<file path="src/rtl/trap_ctrl.sv">
// trap_ctrl: machine-mode trap sequencer (cause priority, CSR strobes, fetch redirect, privilege mode)
module trap_ctrl #(
    parameter logic [1:0] RESET_PRIV = 2'b00
) (
    input  logic        clk,
    input  logic        reset_x,
    input  logic        valid_in,
    input  logic [31:0] pc_in,
    input  logic [31:0] inst_in,
    input  logic [31:0] addr_in,
    input  logic        illegal_inst,
    input  logic        inst_misalign,
    input  logic        ecall_inst,
    input  logic        ebreak_inst,
    input  logic        mret_inst,
    input  logic        load_misalign,
    input  logic        store_misalign,
    input  logic [31:0] mtvec_in,
    input  logic [31:0] mepc_in,
    input  logic [31:0] mstatus_in,
    output logic        exception,
    output logic        mret,
    output logic [3:0]  mcause_out,
    output logic [31:0] mepc_out,
    output logic [31:0] mtval_out,
    output logic [1:0]  priv_mode,
    output logic        stall,
    output logic        flush,
    output logic        redirect,
    output logic [31:0] redirect_pc
);
    typedef enum logic [1:0] {IDLE, TRAP, RET, REDIR} state_t;
    state_t      r_state;
    logic        r_exc, r_mret, r_flush, r_redir;
    logic [3:0]  r_cause;
    logic [31:0] r_mepc, r_mtval, r_rpc;
    logic [1:0]  r_priv, r_mpp;
    logic        w_m, w_ill, w_trap, w_ret, w_evt, w_unused;
    logic [3:0]  w_cause;
    logic [31:0] w_mtval;
    assign w_m      = r_priv == 2'b11;
    assign w_ill    = illegal_inst | (mret_inst & ~w_m);
    assign w_trap   = valid_in & (w_ill | inst_misalign | ecall_inst | ebreak_inst | load_misalign | store_misalign);
    assign w_ret    = valid_in & mret_inst & w_m & ~w_trap;
    assign w_evt    = w_trap | w_ret;
    assign w_cause  = w_ill ? 4'd2 : inst_misalign ? 4'd0 : ecall_inst ? (w_m ? 4'd11 : 4'd8) :
                      ebreak_inst ? 4'd3 : load_misalign ? 4'd4 : 4'd6;
    assign w_mtval  = w_cause == 4'd2 ? inst_in :
                      (w_cause == 4'd0 || w_cause == 4'd4 || w_cause == 4'd6) ? addr_in : 32'd0;
    assign w_unused = ^{mstatus_in[31:13], mstatus_in[10:0]};
    assign stall       = (r_state != IDLE) | w_evt;
    assign exception   = r_exc;
    assign mret        = r_mret;
    assign flush       = r_flush;
    assign redirect    = r_redir;
    assign redirect_pc = r_rpc;
    assign mcause_out  = r_cause;
    assign mepc_out    = r_mepc;
    assign mtval_out   = r_mtval;
    assign priv_mode   = r_priv;
    // Trap/return sequencer; strobes are registered so each lasts exactly one state
    always_ff @(posedge clk or negedge reset_x) begin
        if (!reset_x) begin
            r_state <= IDLE;
            r_exc   <= 1'b0;
            r_mret  <= 1'b0;
            r_flush <= 1'b0;
            r_redir <= 1'b0;
            r_cause <= 4'd0;
            r_mepc  <= 32'd0;
            r_mtval <= 32'd0;
            r_rpc   <= 32'd0;
            r_priv  <= RESET_PRIV;
            r_mpp   <= 2'b00;
        end else begin
            case (r_state)
                IDLE: begin
                    if (w_trap) begin
                        r_cause <= w_cause;
                        r_mepc  <= pc_in;
                        r_mtval <= w_mtval;
                        r_exc   <= 1'b1;
                        r_flush <= 1'b1;
                        r_state <= TRAP;
                    end else if (w_ret) begin
                        r_mpp   <= mstatus_in[12:11];
                        r_mret  <= 1'b1;
                        r_flush <= 1'b1;
                        r_state <= RET;
                    end
                end
                TRAP: begin
                    r_priv  <= 2'b11;
                    r_rpc   <= mtvec_in & ~32'h3;
                    r_exc   <= 1'b0;
                    r_flush <= 1'b0;
                    r_redir <= 1'b1;
                    r_state <= REDIR;
                end
                RET: begin
                    r_priv  <= r_mpp;
                    r_rpc   <= mepc_in & ~32'h3;
                    r_mret  <= 1'b0;
                    r_flush <= 1'b0;
                    r_redir <= 1'b1;
                    r_state <= REDIR;
                end
                default: begin
                    r_redir <= 1'b0;
                    r_state <= IDLE;
                end
            endcase
        end
    end
endmodule

</file>
<file path="config.mk">
export PLATFORM = sky130hd
export DESIGN_NAME = trap_ctrl
export DESIGN_NICKNAME = d
export VERILOG_FILES = /design/src/rtl/trap_ctrl.sv
export SDC_FILE = /design/constraint.sdc
export NUM_CORES = 1
export LEC_CHECK = 0
export BUFFER_PORTS_ARGS = -buffer_cell sky130_fd_sc_hd__buf_2
export CAP_MARGIN = 25
export CORE_MARGIN = 2
export CORE_UTILIZATION = 31
export DETAILED_ROUTE_END_ITERATION = 7
export SYNTH_ARGS = -nofsm -noshare
export SYNTH_HDL_FRONTEND = slang
export SYNTH_SLANG_ARGS = --single-unit
</file>
<file path="constraint.sdc">
create_clock -name clk -period 2.49 [get_ports clk]
set_input_delay 0.1245 -clock clk [delete_from_list [all_inputs] [get_ports clk]]
set_output_delay 0.1245 -clock clk [all_outputs]
set_load 0.005 [all_outputs]
</file>
# Yosys cells after proc, flatten, opt, wreduce, memory -nomap -nowiden
# Index checks and enable logic that the tools add are counted.
[totals]
out_inout_bits = 107
word_cells = 72
reg_bits = 110
inputBits = 202
[op_classes]
reduce_logical = 15
muxes = 21
n_eq_ne = 10
n_bitwise = 15
[op_table]
columns = ["op", "count"]
rows = [
  ["32-bit two-way mux", 2],
  ["32-bit one-hot mux with 2 select lines", 1],
  ["4-bit two-way mux", 3],
  ["2-bit nonzero test", 5],
  ["4-bit by 3-bit == test with 1-bit output, second input constant", 2],
  ["2-bit two-way mux", 4],
  ["1-bit OR", 8],
  ["1-bit one-hot mux with 2 select lines", 4],
  ["2-bit one-hot mux with 2 select lines", 2],
  ["2-bit != test, second input constant", 3],
  ["2-bit AND reduction", 3],
  ["3-bit AND reduction", 2],
  ["1-bit AND", 5],
  ["2-bit == test, second input constant", 2],
  ["4-bit by 2-bit == test with 1-bit output, second input constant", 1],
  ["4-bit logical NOT", 1],
  ["1-bit two-way mux", 4],
  ["3-bit two-way mux", 1],
  ["3-bit != test, second input constant", 1],
  ["2-bit by 1-bit == test with 1-bit output, second input constant", 1],
  ["2-bit logical NOT", 1],
  ["1-bit logical OR", 2],
  ["1-bit inverter", 2],
  ["2-bit OR reduction", 1],
]

# Longest topological paths before layout
# Gate-level depths: netlist (run 1).
[logic_depth]
depth_word = 15
mapped_depth = 8
mapped_depth_nobuf = 5

# Worst setup path before layout (run 1)
# No wires, ideal clock.
[synth_path]
path_kind = "input-to-reg"
from = "in ecall_inst"
to = "reg r_mepc[10], in the netlist mepc_out[10]"
n_path_buf = 3
required_ns = 2.365
path_slack_ns = 0.489
setup_ns = 0.125
arrival_ns = 1.877
cell_stages = 6
path_cell_list = "buf_2 -> or4_1 -> buf_2 -> o311ai_4 -> buf_6 -> mux2_2"
[synth_via]
elab_chain_len = 6
[synth_rtl]
columns = ["element", "line", "rtl"]
rows = [
  ["start, declared", "13", "input logic ecall_inst,"],
  ["1-bit OR (4 in series)", "43", "assign w_trap = valid_in & (w_ill | inst_misalign | ecall_inst | ebreak_inst | load_misalign | store_misalign) ..."],
  ["1-bit AND", "43", ""],
  ["2-bit AND reduction (no source line)", "--", ""],
  ["end signal, assigned", "80", "r_mepc <= pc_in;"],
  ["end, declared", "36", "logic [31:0] r_mepc, r_mtval, r_rpc;"],
]
# Every way passes these cells.
# A chain may end at the register's enable or synchronous reset.

# Final worst setup path (run 1)
[layout_path]
from = "reg r_priv[0], in the netlist priv_mode[0]"
to = "reg r_mtval[21], in the netlist mtval_out[21]"
[layout_via]
elab_chain_len = 11
word_cells_on_any_way = 23
classes_between = "eq/ne (4); mux (6); bitwise (9); reduce/logical (4)"
[layout_rtl]
columns = ["element", "line", "rtl"]
rows = [
  ["start, declared", "37", "logic [1:0] r_priv, r_mpp;"],
  ["start signal, assigned", "101", "r_priv <= r_mpp;"],
  ["2-bit == test *", "41", "assign w_m = r_priv == 2'b11;"],
  ["1-bit inverter", "42", "assign w_ill = illegal_inst | (mret_inst & ~w_m);"],
  ["1-bit AND", "42", ""],
  ["1-bit OR", "42", ""],
  ["1-bit OR (5 in series)", "43", ""],
  ["1-bit AND", "43", ""],
  ["2-bit AND reduction (no source line)", "--", ""],
  ["end signal, assigned", "81", "r_mtval <= w_mtval;"],
  ["end, declared", "36", ""],
]
# Every way passes the cells marked *; elsewhere a longest branch is shown, timed or not.

==> metrics.md, run 1 <==
| Metric | Value |
|---|---|
| Area Growth Syn to Fin | 44.1% |
| Simple-gate area share of the yosys netlist | 10.5% |
| Synth Area in Compound Gates | 10.1% |
| Slew Viols, Final | 0 |
| Status | finished, final reports clean |
| Die W | 131 microns |
| Reg2reg start | priv_mode[0]$_DFFE_PN0N_ |
| Reg power frac | 38.3% |
| Crit Path Class | flip-flop to flip-flop |
| Main flop type after synthesis | dfrtp_1 |
| GR Layer Usage met2 | 28.6% |
| Post-CTS Setup Bufs | 0 |
| CP max FO | 78 |
| I/O pin cnt | 309 |
| Psw | 2.86 mW |
| Measured slew at the worst slew-check pin | 0.841 ns |
| Clock Skews | 0.00545 ns |
| Largest family of logic cells by synthesized area | multiplexers |
| Vias in the first global route | 4398 |
| CORE AREA | 0.0159 sq mm |
| Mux cell area share after synthesis | 20.6% |
| Hold WC Path Type | input port to flip-flop |
| Final worst path period need | 1.98 ns |
| CTS Buf Count | 9 |
| Worst EP arrival | 2.20 ns |
| Vias | 4310 |
| Reg2Reg Depth | 6 |
| Finished Layout Cells | 967 |
| Global routing's busiest layer | met2 |
| Startpoint type of the worst setup path | flip-flop |
| Worst EP required | 2.71 ns |
| Starting DRT DRC Count | 170 |
| Root Driver | clkbuf_16 |
| Dpl hpwl | 10.3 mm |
| Overall die height | 131 microns |
| Worst VDD drop | 0.600 mV |
| Reg2Reg Setup Slack | 0.51 ns |
| Sequential Area | 0.00270 sq mm |
| Hold endpoint | mtval_out[8]$_DFFE_PN0P_ |
| Row count | 46 |
| Count leader, synth | dfrtp_1 |
| Die area | 0.0172 sq mm |
| Port bufs | 272 |
| Period utilization | 79.4% |
| Final nets | 952 |
| FMAX | 506 MHz |
| Syn avg cell area | 11.1 sq um |
| Share of the synthesized area in the top cell type | 53.8% |
| Cells after synthesis | 451 |
| # DRC | 0 |
| # setup viols final | 0 |
| RePlAce Congestion | 0.836 |
| CTS max path bufs | 2 |
| Vias per inst | 4.46 |
| Hold Path Origin | inst_in[8] |
| Area taken by multi-input logic gates | 0.00214 sq mm |
| DRT antenna net count | 0 |
| MaxCap Viol Count | 0 |
| Register area share after synthesis | 53.8% |
| Initial antenna violation count | 0 |
| Synth Warn # | 0 |
| Seq cells post-synth | 108 |
| CTS clock-pin slew for the worst setup and hold paths | 0.07 ns |
| Pint | 5.01 mW |
| Total global routing overflow | 0 |
| Ratio of cells with drive above 1 in the final layout | 45.1% |
| # fillers | 1505 |
| Largest net degree at the start of global routing | 79 |
| RSZ-0062 raised after global routing | no |
| Worst-Skew Late Latency | 0.35 ns |
| H-Tree Depth | 3 |
| Synth area leaders | dfrtp_1, mux2i_1, mux2_2 |
| Rel. slew slack | 44.0% |
| Clock sink total | 108 |
| XOR/XNOR Fraction of Synth Area | 0% |
| Final Hold Vio Count | 0 |
| Leakage | 3.60 nW |
| Switching Share | 36.3% |
| Initial core utilization | 31.6% |
| CTS tree | yes |
| Area leader, netlist | dfrtp_1 |
| R2r endpoint | mtval_out[21]$_DFFE_PN0P_ |
| Yosys cell types | 37 |
| Global routing usage on met3 | 5.21% |
| First drt pass iteration count | 4 |
| Gr usage total | 16.2% |
| Inserted Diodes | 0 |
| WHS Path Cells | 3 |
| Mapped Area | 0.00502 sq mm |
| Aggregate routed wire length | 13.9 mm |
| Clock share of power | 17.5% |
| Dpl cells | 916 |
| Post-synth top cells | dfrtp_1, mux2i_1, nand2_1 |
| Critical Path Sink Type | flip-flop |
| Post-Synth Adder-Cell Area | 0.997% |
| Asr flop ratio synth | 100% |
| Power per cell area | 1090 mW/mm^2 |
| Setup TNS | 0 ns |
| First-pass GRT wire length | 22.4 mm |
| Met1 Use GR | 18.5% |
| Logic pwr share | 44.2% |
| Detail-routed net length per standard cell | 14.3 microns |
| Number of synthesized flops with an enable pin | 0 |
## worst max-delay path by stage
stage,start,to,slack (ns),cells past startpoint
finish,priv_mode[0]$_DFFE_PN0N_,mtval_out[21]$_DFFE_PN0P_,0.51,6
global route,priv_mode[0]$_DFFE_PN0N_,mtval_out[21]$_DFFE_PN0P_,0.33,5
CTS,priv_mode[0]$_DFFE_PN0N_,mtval_out[20]$_DFFE_PN0P_,0.51,5
detailed placement,ecall_inst,mtval_out[20]$_DFFE_PN0P_,0.23,6
global placement,ecall_inst,mepc_out[10]$_DFFE_PN0P_,0.31,5
floorplan,ecall_inst,mepc_out[10]$_DFFE_PN0P_,0.49,6
## cell type report
cell class	instances	area share, %
clock buffers	10	3.30
repair buffers	317	25.2
clock inverters	6	0.622
inverters	4	0.207
well taps	216	3.73
flip-flops and latches	108	37.3
multi-input cells	306	29.6
## critical path, stage by stage, from the launching register on
cell      delay [ns]
dfrtp_1         0.44
a21boi_0        0.59
o311ai_4        0.16
buf_12          0.23
buf_4           0.24
nand2_1         0.08
o21ai_0         0.08
## routing by layer
layer | vias up | part of all wire [%]
met5 | - | 0
li1 | 2138 | -
met3 | 21 | 6.4
met2 | 154 | 52
met4 | 0 | 2.4
met1 | 1997 | 40
## power groups by stage
stage / clock network [mW] / logic [mW] / registers, mW
finish: 1.38 / 3.47 / 3.01
detailed placement: 0 / 3.49 / 3.04
global placement: 0 / 3.38 / 3.01
CTS: 1.46 / 3.53 / 3.02
floorplan: 0 / 1.93 / 3.12
global route: 1.51 / 3.87 / 3.13
## cells in the final DEF (no fill, tap or decap), drive strengths merged, types with 2 or more instances in the layout
cell and n:
ha 4, o311ai 2, nand2 40, a21boi 2, buf 282, and2 33
a21oi 33, o21ai 35, dlygate4sd3 35, clkinv 2, o31ai 3, o41ai 2
o22a 2, mux2 35, nor2 34, clkbuf 10, mux2i 64, dfrtp 108
or2 2, conb 2, inv 8
## state kept, by name (all words and copies together), names as in the netlist, 2 cells and up
| signal | flops |
|---|---|
| redirect_pc | 30 |
| mepc_out | 32 |
| r_mpp | 2 |
| mcause_out | 4 |
| r_state | 2 |
| priv_mode | 2 |
| mtval_out | 32 |
## cells by family after synthesis
kind of cell             count (synthesis)
AO/OA/AOI/OAI                           87
adder cells (fa/ha/maj)                  4
buffers and inverters                   38
AND/OR/NAND/NOR                        114
other                                    1
multiplexers                            99
flip-flops                             108
## metrics by stage
step	power (mW)	utilization, %	setup WS (ns)	area (sq um)	hold slack, ns
floorplan	5.05	-	0.489	5030	-0.171
global placement	6.39	41.6	0.305	6610	0.277
detailed placement	6.54	41.6	0.232	6610	0.292
CTS	8.00	45.4	0.512	7210	0.00124
global route	8.51	45.6	0.332	7240	0.0506
finish	7.86	45.6	0.514	7240	0.0481
## timing repair
item,4_1_cts,5_1_grt
endpoints found under the hold margin,95,3
hold buffers,32,3
resized for setup,0,0
No activity file was read; power rests on OpenSTA's default activity.
==> run 2, diff against run 1 <==
==> constraint.sdc (replaced) <==
create_clock -name clk -period 2 [get_ports clk]
set_input_delay 0.1 -clock clk [delete_from_list [all_inputs] [get_ports clk]]
set_output_delay 0.1 -clock clk [all_outputs]
set_load 0.005 [all_outputs]
==> metrics.md, run 2 (synthesis gave the netlist of run 1 again) <==
| Metric | Value |
|---|---|
| Largest net degree at the start of global routing | 68 (-14%) |
| Port bufs | 272 (unchanged) |
| WHS | 0.0352 ns (-0.0128 ns) |
| DP Worst Slack | 0.00706 ns (-0.225 ns) |
| Post-CTS Setup Bufs | 0 (unchanged) |
| Slowest cell on the critical path | dfrtp_1 |
| Die area | 0.0172 sq mm (unchanged) |
| Clock Skews | 0.00869 ns (+0.00324 ns) |
| DRT antenna net count | 0 (unchanged) |
| # DRC | 0 (unchanged) |
| Worst EP arrival | 2.02 ns (-0.18 ns) |
| Slew Viols, Final | 0 (unchanged) |
| Clock sink total | 108 (unchanged) |
| Most frequent cells in the layout | buf_2, dfrtp_1, mux2i_1 |
| Buf+Inv Stages, Crit Path | 2 (unchanged) |
| Vias per inst | 4.48 (+0.62%) |
| I/O pin cnt | 309 (unchanged) |
| RSZ-0062 raised after global routing | no |
| WHS Path Cells | 3 (unchanged) |
| Area Growth Syn to Fin | 46.5% |
| Setup TNS | 0 ns (unchanged) |
| Placed inst area | 0.00668 sq mm (+1.2%) |
| CTS clock-pin slew for the worst setup and hold paths | 0.08 ns (about the same) |
| Row count | 46 (unchanged) |
| Vias | 4368 (+1.3%) |
| WP depth | 6 (unchanged) |
| Worst EP required | 2.23 ns (-0.48 ns) |
| Aggregate routed wire length | 14.1 mm (+1.4%) |
| First drt pass iteration count | 4 (unchanged) |
| CP max FO | 22 (-72%) |
| Commonest non-fill, non-tap cell in the layout | buf_2 |
| Startpoint type of the worst setup path | flip-flop |
| Die W | 131 microns (unchanged) |
| Total power draw | 10.1 mW (+29%) |
| Worst setup margin | 0.212 ns (-0.302 ns) |
| Cell family with most CP delay | flip-flops |
| Pint | 6.53 mW (+30%) |
| Detail-routed net length per standard cell | 14.4 microns (+0.66%) |
| Dpl hpwl | 10.3 mm (about the same) |
| Finished Layout Cells | 974 (+0.72%) |
| Gr usage total | 16.5% (+0.30 points) |
| Worst VDD drop | 0.789 mV (+32%) |
| Status | finished, final reports clean |
| Leakage | 3.65 nW (+1.4%) |
| Initial core utilization | 31.6% (unchanged) |
| Worst-Skew Late Latency | 0.35 ns (about the same) |
| Reg power frac | 37.2% (-1.1 points) |
| Starting DRT DRC Count | 124 (-27%) |
| Slowest Stage Delay on Critical Path | 0.44 ns (-0.15 ns) |
| # setup viols final | 0 (unchanged) |
| Clock share of power | 19.0% (+1.5 points) |
| CTS Buf Count | 9 (unchanged) |
| RePlAce Congestion | 0.832 (-0.51%) |
| Final Cell Area | 0.00736 sq mm (+1.6%) |
| Dpl cells | 923 (+0.76%) |
| Reg2Reg Depth | 6 (unchanged) |
| Final nets | 959 (+0.74%) |
| Worst-path cell chain | a21boi_0 > buf_4 > nor2_4 > buf_12 > mux2i_1 > o21ai_0 |
| Critical Path Sink Type | flip-flop |
| Root Driver | clkbuf_16 |
| CORE AREA | 0.0159 sq mm (unchanged) |
| CTS tree | yes |
| Total global routing overflow | 0 (unchanged) |
| Initial antenna violation count | 0 (unchanged) |
| Psw | 3.59 mW (+26%) |
| Util after Layout | 46.3% (+0.74 points) |
| Power per cell area | 1380 mW/mm^2 (+27%) |
| Vias in the first global route | 4536 (+3.1%) |
| # fillers | 1482 (-1.5%) |
| Final Hold Vio Count | 0 (unchanged) |
| H-Tree Depth | 3 (unchanged) |
| MaxCap Viol Count | 0 (unchanged) |
| Crit Path Class | flip-flop to flip-flop |
| Rel. slew slack | 54.5% (+11 points) |
| Inserted Diodes | 0 (unchanged) |
| Ratio of cells with drive above 1 in the final layout | 45.5% (+0.37 points) |
| Final worst path period need | 1.79 ns (-0.188 ns) |
| Logic pwr share | 43.8% (-0.4 points) |
| First-pass GRT wire length | 23.0 mm (+2.7%) |
| CTS max path bufs | 2 (unchanged) |
| Switching Share | 35.5% (-0.85 points) |
| Overall die height | 131 microns (unchanged) |
| Measured slew at the worst slew-check pin | 0.682 ns (-0.158 ns) |
| FMAX | 559 MHz (+11%) |
| Hold WC Path Type | input port to flip-flop |
| Period utilization | 89.4% (+10 points) |
run 2: changes by cell type in the layout (fill, tap and decap cells not counted):
cell / previous run / this run
clkbuf_8: 1 / 0
clkbuf_1: 0 / 1
buf_12: 3 / 5
bufinv_16: 0 / 2
buf_4: 8 / 13
inv_8: 0 / 1
inv_6: 4 / 1
clkinvlp_4: 0 / 2
clkinv_2: 2 / 0
run 2: power by group through the flow:
stage	combinational, mW	clock (mW)	sequential [mW]
6_report	4.44	1.92	3.76
5_1_grt	4.96	2.08	3.91
4_1_cts	4.49	1.99	3.76
3_5_place_dp	4.44	0	3.79
3_3_place_gp	4.30	0	3.75
2_1_floorplan	2.40	0	3.88
run 2: final timing paths:
path	start	endpoint	slack, ns
worst max-delay path	priv_mode[0]$_DFFE_PN0N_	mtval_out[0]$_DFFE_PN0P_	0.21
worst min-delay path	inst_in[9]	mtval_out[9]$_DFFE_PN0P_	0.04
worst max register to register	priv_mode[0]$_DFFE_PN0N_	mtval_out[0]$_DFFE_PN0P_	0.21
worst min register to register	mcause_out[0]$_DFFE_PN0P_	mcause_out[0]$_DFFE_PN0P_	0.47
max in group asynchronous	reset_x	mcause_out[1]$_DFFE_PN0P_	0.88
min in group asynchronous	reset_x	mepc_out[0]$_DFFE_PN0P_	0.32
run 2: per-layer routing:
layer	up-vias	part of all wire, %	track usage (%)
li1	2152	-	-
met1	2037	40	19.1
met2	156	51	29.1
met3	23	5.7	3.78
met4	0	2.8	7.37
met5	-	0	0
run 2: worst reg2reg max path: stages, from the launching register on:
cell	delay, ns
dfrtp_1	0.44
a21boi_0	0.20
buf_4	0.20
nor2_4	0.22
buf_12	0.23
mux2i_1	0.28
o21ai_0	0.10
run 2: cell type report:
| type | instances | area (sq um) | share of cell area (%) |
|---|---|---|---|
| Clock buffer | 10 | 229 | 3.11 |
| Clock inverter | 6 | 95.1 | 1.29 |
| Inverter | 4 | 15.0 | 0.204 |
| Multi-Input combinational cell | 306 | 2140 | 29.1 |
| Sequential cell | 108 | 2700 | 36.7 |
| Tap cell | 216 | 270 | 3.67 |
| Timing Repair Buffer | 324 | 1900 | 25.9 |
run 2: timing repair:
action | in CTS | in global routing
hold buffers | 35 | 0
resized for setup | 0 | 0
endpoints found under the hold margin | 87 | 0
==> run 3, diff against run 2 <==
==> constraint.sdc (replaced) <==
create_clock -name clk -period 1.4 [get_ports clk]
set_input_delay 0.07 -clock clk [delete_from_list [all_inputs] [get_ports clk]]
set_output_delay 0.07 -clock clk [all_outputs]
set_load 0.005 [all_outputs]
==> metrics.md, run 3 (synthesis gave the netlist of run 1 again) <==
| Metric | Value |
|---|---|
| Die W | 131 microns (unchanged) |
| CTS tree | yes |
| WHS | -0.0000885 ns (-0.0353 ns) |
| Initial antenna violation count | 1 (+1) |
| CP max FO | 10 (-55%) |
| Total power draw | 17.1 mW (+69%) |
| Reg2Reg Setup Slack | -0.24 ns (-0.45 ns) |
| Area Growth Syn to Fin | 71.0% |
| Leakage | 4.29 nW (+18%) |
| First drt pass iteration count | 4 (unchanged) |
| RePlAce Congestion | 0.807 (-2.9%) |
| CTS clock-pin slew for the worst setup and hold paths | 0.08 ns (about the same) |
| Dpl hpwl | 10.8 mm (+4.5%) |
| Area taken by multi-input logic gates | 0.00254 sq mm (+19%) |
| First-pass GRT wire length | 25.2 mm (+9.6%) |
| Starting DRT DRC Count | 195 (+57%) |
| RSZ-0062 raised after global routing | yes |
| FMAX | 611 MHz (+9.3%) |
| Sequential Area | 0.00270 sq mm (unchanged) |
| Measured slew at the worst slew-check pin | 0.586 ns (-0.0963 ns) |
| # DRC | 0 (unchanged) |
| Total global routing overflow | 0 (unchanged) |
| Row count | 46 (unchanged) |
| Hold WC Path Type | input port to flip-flop |
| Status | finished, violations left |
| Final worst path period need | 1.64 ns (-0.152 ns) |
| MaxCap Viol Count | 0 (unchanged) |
| Detail-routed net length per standard cell | 16.0 microns (+11%) |
| Most frequent cells in the layout | buf_2, dfrtp_1, mux2i_1 |
| Power per cell area | 1990 mW/mm^2 (+45%) |
| Rel. slew slack | 60.4% (+5.9 points) |
| H-Tree Depth | 3 (unchanged) |
| Slew Viols, Final | 0 (unchanged) |
| Worst EP arrival | 1.87 ns (-0.15 ns) |
| Die area | 0.0172 sq mm (unchanged) |
| # fillers | 1376 (-7.2%) |
| Worst EP required | 1.63 ns (-0.60 ns) |
| Failing checks | hold timing, setup timing |
| R2r endpoint | mepc_out[11]$_DFFE_PN0P_ |
| Vias per inst | 4.61 (+2.9%) |
| WHS Path Cells | 3 (unchanged) |
| CTS max path bufs | 2 (unchanged) |
| Worst-Skew Late Latency | 0.35 ns (about the same) |
| DRT antenna net count | 0 (unchanged) |
| I/O pin cnt | 309 (unchanged) |
| Reg2reg start | priv_mode[1]$_DFFE_PN0N_ |
| # setup viols final | 73 (+73) |
| Aggregate routed wire length | 16.6 mm (+18%) |
| Critical Path Sink Type | flip-flop |
| Commonest non-fill, non-tap cell in the layout | buf_2 |
| Final nets | 1020 (+6.4%) |
| Period utilization | 117% (+27 points) |
| Clock sink total | 108 (unchanged) |
| Worst setup margin | -0.236 ns (-0.448 ns) |
| Vias in the first global route | 4887 (+7.7%) |
| Port bufs | 272 (unchanged) |
| Initial core utilization | 31.6% (unchanged) |
| Root Driver | clkbuf_16 |
| Hold Path Origin | inst_in[16] |
| Reg2Reg Depth | 6 (unchanged) |
| Vias | 4781 (+9.5%) |
| Startpoint type of the worst setup path | flip-flop |
| CORE AREA | 0.0159 sq mm (unchanged) |
| Hold endpoint | mtval_out[16]$_DFFE_PN0P_ |
| Gr usage total | 18.2% (+1.7 points) |
| Worst VDD drop | 0.923 mV (+17%) |
| Overall die height | 131 microns (unchanged) |
| Crit Path Class | flip-flop to flip-flop |
| CTS Buf Count | 9 (unchanged) |
| Final Hold Vio Count | 1 (+1) |
| Clock Skews | 0.0103 ns (+0.00160 ns) |
| Final Cell Area | 0.00859 sq mm (+17%) |
| Largest net degree at the start of global routing | 61 (-10%) |
| Placed inst area | 0.00691 sq mm (+3.5%) |
| Ratio of cells with drive above 1 in the final layout | 55.1% (+9.6 points) |
[run 3: cell count changes in the layout (fill, tap and decap cells not counted), moves of 8 or more]
cell | previous run | this run
dlygate4sd3_1 | 35 | 47
nand2_4 | 0 | 8
buf_6 | 0 | 10
o21ai_0 | 32 | 1
o21ai_1 | 3 | 22
mux2_2 | 35 | 3
buf_12 | 5 | 16
o21ai_2 | 0 | 12
buf_4 | 13 | 28
nand2_1 | 40 | 18
mux2_4 | 0 | 32
nand2_2 | 0 | 14
[run 3: report_power, final]
group,internal (mW),leakage [nW],switching (mW)
Clock,1.42,0.142,1.23
Sequential,4.64,1.29,0.891
Combinational,4.90,2.86,4.00
Total,11.0,4.29,6.12
[run 3: cell type report]
class,count,area share (%)
Tap cell,216,3.15
Antenna cell,1,0.0291
Sequential cell,108,31.5
Clock inverter,7,0.976
Clock buffer,9,2.62
Inverter,4,0.175
Multi-Input combinational cell,306,29.6
Timing Repair Buffer,385,32.0
[run 3: worst max-delay path by stage]
| stage | from | cells after the start | to | slack, ns |
|---|---|---|---|---|
| 3_3_place_gp | priv_mode[0]$_DFFE_PN0N_ | 4 | mtval_out[15]$_DFFE_PN0P_ | -0.47 |
| 3_5_place_dp | store_misalign | 6 | mtval_out[12]$_DFFE_PN0P_ | -0.53 |
| 6_report | priv_mode[1]$_DFFE_PN0N_ | 6 | mepc_out[11]$_DFFE_PN0P_ | -0.24 |
| 5_1_grt | priv_mode[1]$_DFFE_PN0N_ | 6 | mepc_out[11]$_DFFE_PN0P_ | -0.29 |
| 2_1_floorplan | ecall_inst | 6 | mepc_out[10]$_DFFE_PN0P_ | -0.38 |
| 4_1_cts | priv_mode[1]$_DFFE_PN0N_ | 7 | mepc_out[13]$_DFFE_PN0P_ | -0.29 |
[run 3: layer usage]
layer	GRT usage, %	wire (microns)
met2	31.6	8480
met4	7.67	490
met1	21.7	6710
met5	0	0
met3	4.36	906
[run 3: through the flow]
stage | TNS (ns) | std cells | hold WS, ns | util [%] | setup WS [ns]
finish | -11.58 | 1036 | -0.0000885 | 54.0 | -0.236
detailed placement | -31.63 | 941 | 0.0471 | 43.5 | -0.526
floorplan | -22.91 | 452 | -0.226 | - | -0.380
CTS | -13.90 | 1021 | 0.00172 | 51.6 | -0.293
global placement | -29.94 | 940 | 0.0393 | 43.4 | -0.470
global route | -17.04 | 1036 | 0.00483 | 54.0 | -0.294
[run 3: repair_timing]
| action | in CTS | in global routing |
|---|---|---|
| hold buffers | 46 | 1 |
| cloned | 5 | 8 |
| pin swaps | 39 | 29 |
| resized for setup | 89 | 80 |
| setup endpoints to repair | 107 | 101 |
| setup buffers | 13 | 10 |
| hold endpoints to repair | 72 | 1 |
[run 3: critical path: stages, from the launching register on]
cell and delay, ns:
dfrtp_1 0.37, a21boi_2 0.08, buf_4 0.15, o311ai_4 0.26, buf_6 0.19, buf_12 0.16, mux2_4 0.31
